`config.mk`:
```
export PLATFORM = sky130hd
export DESIGN_NAME = mojo_tx_arbiter
export DESIGN_NICKNAME = d
export VERILOG_FILES = /design/src/rtl/mojo_tx_arbiter.sv
export SDC_FILE = /design/constraint.sdc
export NUM_CORES = 1
export LEC_CHECK = 0
export ABC_AREA = 0
export CAP_MARGIN = 25
export CORE_UTILIZATION = 42
export DETAILED_ROUTE_END_ITERATION = 16
export HOLD_SLACK_MARGIN = 0.15
export PLACE_DENSITY = 0.81
export SYNTH_ARGS = -nofsm -noshare
export SYNTH_HDL_FRONTEND = slang
export SYNTH_SLANG_ARGS = --single-unit
```
`constraint.sdc`:
```
create_clock -name clk -period 1.9 [get_ports clk]
set_input_delay 0.38 -clock clk [delete_from_list [all_inputs] [get_ports clk]]
set_output_delay 0.38 -clock clk [all_outputs]
set_load 0.005 [all_outputs]
```
`src/rtl/mojo_tx_arbiter.sv`:
```
// rtl/mojo_tx_arbiter.sv - round-robin, packet-atomic arbiter for the serial tx byte channel
module mojo_tx_arbiter #(
    parameter int NUM_REQ   = 4,
    parameter int MAX_BYTES = 130
) (
    input  logic                   clk,
    input  logic                   rst,
    input  logic [NUM_REQ-1:0]     req,
    input  logic [8*NUM_REQ-1:0]   req_data,
    input  logic [NUM_REQ-1:0]     req_last,
    output logic [NUM_REQ-1:0]     grant,
    output logic [NUM_REQ-1:0]     ack,
    output logic [NUM_REQ-1:0]     done,
    output logic [NUM_REQ-1:0]     abort,
    output logic [7:0]             tx_data,
    output logic                   new_tx_data,
    input  logic                   tx_busy
);

    localparam int PTR_W = $clog2(NUM_REQ);

    typedef enum logic [1:0] {IDLE, OWN, GAP} state_t;

    state_t             state, state_nx;
    logic [PTR_W-1:0]   ptr, ptr_nx, owner, owner_nx, owner_inc, winner, cand;
    logic [7:0]         byte_cnt, byte_cnt_nx, sel_data, tx_data_nx;
    logic               last_q, last_nx, found, new_tx_data_nx;
    logic [NUM_REQ-1:0] grant_nx, ack_nx, done_nx, abort_nx, owner_oh, winner_oh;
    int                 idx;

    // Rotating search starting at ptr; wraps explicitly so non-power-of-2 counts work.
    always_comb begin
        found  = 1'b0;
        winner = ptr;
        idx    = 0;
        cand   = '0;
        for (int k = 0; k < NUM_REQ; k++) begin
            idx = int'(ptr) + k;
            if (idx >= NUM_REQ) idx = idx - NUM_REQ;
            cand = PTR_W'(idx);
            if (!found && req[cand]) begin
                found  = 1'b1;
                winner = cand;
            end
        end
    end

    always_comb begin
        sel_data = 8'h00;
        for (int i = 0; i < NUM_REQ; i++) begin
            if (owner == PTR_W'(i)) sel_data = req_data[8*i +: 8];
        end
    end

    assign owner_inc = (owner == PTR_W'(NUM_REQ - 1)) ? '0 : owner + PTR_W'(1);
    assign owner_oh  = NUM_REQ'(1) << owner;
    assign winner_oh = NUM_REQ'(1) << winner;

    always_comb begin
        state_nx       = state;
        ptr_nx         = ptr;
        owner_nx       = owner;
        byte_cnt_nx    = byte_cnt;
        last_nx        = last_q;
        grant_nx       = grant;
        ack_nx         = '0;
        done_nx        = '0;
        abort_nx       = '0;
        tx_data_nx     = tx_data;
        new_tx_data_nx = 1'b0;
        case (state)
            IDLE: begin
                if (found) begin
                    grant_nx    = winner_oh;
                    owner_nx    = winner;
                    byte_cnt_nx = 8'd0;
                    state_nx    = OWN;
                end
            end
            OWN: begin
                // A dropped request beats an idle transmitter: nothing is issued.
                if (!req[owner]) begin
                    grant_nx = '0;
                    abort_nx = owner_oh;
                    ptr_nx   = owner_inc;
                    state_nx = IDLE;
                end else if (!tx_busy) begin
                    tx_data_nx     = sel_data;
                    new_tx_data_nx = 1'b1;
                    ack_nx         = owner_oh;
                    last_nx        = req_last[owner];
                    byte_cnt_nx    = byte_cnt + 8'd1;
                    state_nx       = GAP;
                end
            end
            GAP: begin
                // One dead cycle lets tx_busy rise after the strobe before we look at it.
                if (last_q) begin
                    grant_nx = '0;
                    done_nx  = owner_oh;
                    ptr_nx   = owner_inc;
                    state_nx = IDLE;
                end else if (byte_cnt == 8'(MAX_BYTES)) begin
                    grant_nx = '0;
                    abort_nx = owner_oh;
                    ptr_nx   = owner_inc;
                    state_nx = IDLE;
                end else begin
                    state_nx = OWN;
                end
            end
            default: state_nx = IDLE;
        endcase
    end

    always_ff @(posedge clk) begin
        if (rst) begin
            state       <= IDLE;
            ptr         <= '0;
            owner       <= '0;
            byte_cnt    <= 8'd0;
            last_q      <= 1'b0;
            grant       <= '0;
            ack         <= '0;
            done        <= '0;
            abort       <= '0;
            tx_data     <= 8'h00;
            new_tx_data <= 1'b0;
        end else begin
            state       <= state_nx;
            ptr         <= ptr_nx;
            owner       <= owner_nx;
            byte_cnt    <= byte_cnt_nx;
            last_q      <= last_nx;
            grant       <= grant_nx;
            ack         <= ack_nx;
            done        <= done_nx;
            abort       <= abort_nx;
            tx_data     <= tx_data_nx;
            new_tx_data <= new_tx_data_nx;
        end
    end

endmodule

```
==> impl_metrics.json <==
{
  "outcome": "complete, no violations",
  "gp_congestion": 0.900,
  "clk_latency_ns": 0.30,
  "dp_cells": 406,
  "min_path_cells": 2,
  "antenna_cells": 0,
  "hold_path.class": "reg2reg",
  "finalCriticalPeriod_ns": 1.89,
  "path_cells": "or3_4 -> o41ai_4 -> nand3_4 -> or4b_4 -> a21oi_2",
  "criticalPathCategory": "reg2reg",
  "ys_seq_area_share_pct": 36.9,
  "cts-root-buf": "clkbuf_8",
  "coreArea_um2": 4850,
  "grt_pass1_wl_um": 9540,
  "htreeDepth": 2,
  "clk_pin_slew_ns": 0.08,
  "antenna_found_initial": 0,
  "fin_cells": 416,
  "io_pins": 68,
  "drtAntennaViolNets": 0,
  "fmax_mhz": 529,
  "first_iter_violations": 130,
  "ff2ff_setup_slack_ns": 0.008,
  "fin_skew_ns": 0.00753,
  "rr_endpoint": "grant[2]",
  "cp-end-kind": "register",
  "power_density_nw_per_um2": 803,
  "start_util_pct": 44.7,
  "cpPeakStageDelay_ns": 0.51,
  "cap_violations": 0,
  "worst_pin_slew_ns": 0.459,
  "cts_hold_buffers": 0,
  "async_flop_share_pct": 0,
  "drv_slew": 0,
  "post_drt_wl_per_cell_um": 14.5,
  "finalSetupTns_ns": 0,
  "synth_nets": 304,
  "dieArea_um2": 5460,
  "critPathMaxFanout": 5,
  "max-slew-margin-rel_pct": 69.1,
  "port_buffers": 67,
  "power.total_mw": 2.71,
  "yosysWarnings": 0,
  "period_share_pct": 99.6,
  "die_x_um": 73.9,
  "die_h_um": 73.9,
  "synth_flop_cell": "dfxtp_1",
  "synth_edf_count": 0,
  "p_leak_nw": 1.30,
  "drc": 0,
  "start_kind": "register",
  "utilization_pct": 69.6,
  "critPathRequiredTime_ns": 2.14,
  "place_ws_ns": -0.435,
  "r2r-start": "byte_cnt[2]",
  "synthesis.area_um2": 2170,
  "grt_overflow": 0,
  "ys_ff_latch": 40,
  "drive_above_1_share_pct": 23.2,
  "grt_pass1_vias": 2100,
  "via_count": 2216,
  "cts_buffers": 5,
  "cts.sinks": 40,
  "placed_area_um2": 3090,
  "hold_ws_ns": 0.466,
  "syn_to_final_growth_pct": 55.5,
  "wl_um": 6030,
  "peakVddDrop_mv": 0.522,
  "viasPerCell": 5.33,
  "clock_path_buffers": 2,
  "dp_hpwl_um": 4500,
  "slowest_stage": "or4b_4",
  "netlist_instances": 251,
  "path_buf_inv": 0,
  "rsz0062_at_grt": "true",
  "drtPass1Iterations": 4,
  "rows": 25,
  "synthDistinctLibCells": 46,
  "hold-path-endpoint": "grant[3]",
  "synth_area_per_cell_um2": 8.64,
  "reg2reg_depth": 5,
  "min-delay-start": "grant[3]",
  "nFillCells": 382,
  "setup_viol": 0,
  "design_area_um2": 3370,
  "cp_top_family": "simple AND/OR/NAND/NOR gates",
  "grt_max_degree": 29,
  "fin_nets": 401,
  "layout_setup_ws_ns": 0.00844,
  "hold_viol": 0,
  "grt_usage_pct": 23.0,
  "arrival_ns": 2.14,
  "cts_tree": "done"
}
==> worst register-to-register path: cells and delay by family (launching register included) <==
family | cells | cell delay [ns]
AOI/OAI and AO/OA | 2 | 0.46
DFF | 1 | 0.33
and+or+nand+nor | 3 | 1.06
==> flip-flops by register name, summed over array words and instances, names as in the netlist <==
name	flops
ptr	2
owner	2
new_tx_data	1
abort	4
done	4
grant	4
tx_data	8
ack	4
last_q	1
byte_cnt	8
state	2
==> report_power, final <==
| group | leakage (nW) | internal (mW) | total [mW] | switching [mW] |
|---|---|---|---|---|
| Combinational | 0.891 | 0.439 | 0.802 | 0.363 |
| Sequential | 0.327 | 0.888 | 0.929 | 0.0411 |
| Clock | 0.0784 | 0.657 | 0.977 | 0.320 |
==> cells in the mapped netlist, types with 2 or more instances <==
cell type / number / area, um2
or3_1: 5 / 31.3
o211ai_1: 2 / 15.0
nand3_1: 4 / 20.0
a21oi_1: 27 / 135
nor2b_1: 11 / 68.8
or4b_1: 2 / 20.0
inv_1: 12 / 45.0
clkbuf_8: 3 / 41.3
nand2_1: 21 / 78.8
a221oi_1: 7 / 61.3
nor2_1: 19 / 71.3
dfxtp_1: 40 / 801
ha_1: 10 / 125
or4_1: 4 / 30.0
nand2b_1: 2 / 12.5
mux2i_1: 4 / 40.0
a31oi_1: 3 / 18.8
clkbuf_1: 7 / 26.3
nor3_1: 11 / 55.1
and2_1: 14 / 87.6
a211oi_1: 8 / 60.1
mux2_2: 3 / 33.8
o21ai_0: 9 / 45.0
==> layer usage <==
layer | up-vias | GRT usage (%) | wire length, um
met3 | 14 | 4.25 | 205
met2 | 53 | 41.1 | 3080
met5 | - | 0 | 0
met1 | 1061 | 27.4 | 2610
met4 | 0 | 8.12 | 131
li1 | 1088 | - | -
==> how the worst max path moves through the flow <==
stage	to	slack [ns]	depth (start not counted)	startpoint
after floorplan	byte_cnt[7]	0.02	7	state[1]
after global placement	byte_cnt[7]	-0.36	6	req[2]
after detailed placement	grant[1]	-0.43	6	req[0]
after CTS	ptr[0]	0.003	8	byte_cnt[0]
after global routing	ptr[0]	-0.04	6	byte_cnt[2]
final	grant[2]	0.008	5	byte_cnt[2]
==> placed cells by master, fill, tap and decap left out, types with 10 or more instances in the layout <==
cell,count
clkdlybuf4s50_1,63
nor2_1,18
dfxtp_1,35
nor2b_1,10
nor3_1,11
buf_4,33
a21oi_1,23
and2_1,14
nand2_1,20
==> kinds of logic after synthesis <==
group           after synthesis  share of synthesized area (%)
simple gates                105                           27.1
fa+ha+maj                    10                           5.77
flops                        40                           36.9
mux                           8                           4.44
buf+inv                      24                           6.06
compound gates               64                           19.7
==> cell type report <==
cell class / count / area [um2] / area share, %
Tap cell: 67 / 83.8 / 2.48
Multi-Input combinational cell: 187 / 1350 / 39.9
Sequential cell: 40 / 810 / 24.0
Timing Repair Buffer: 102 / 930 / 27.5
Clock buffer: 5 / 68.8 / 2.04
Inverter: 12 / 45.0 / 1.33
Clock inverter: 3 / 90.1 / 2.67
==> timing repair <==
| action | 4_1_cts | 5_1_grt |
|---|---|---|
| setup buffers | 0 | 1 |
| cloned | 1 | 0 |
| setup endpoints to repair | 22 | 26 |
| pin swaps | 0 | 2 |
| gates resized for setup | 12 | 23 |
Power figures use the tool's default switching activity.
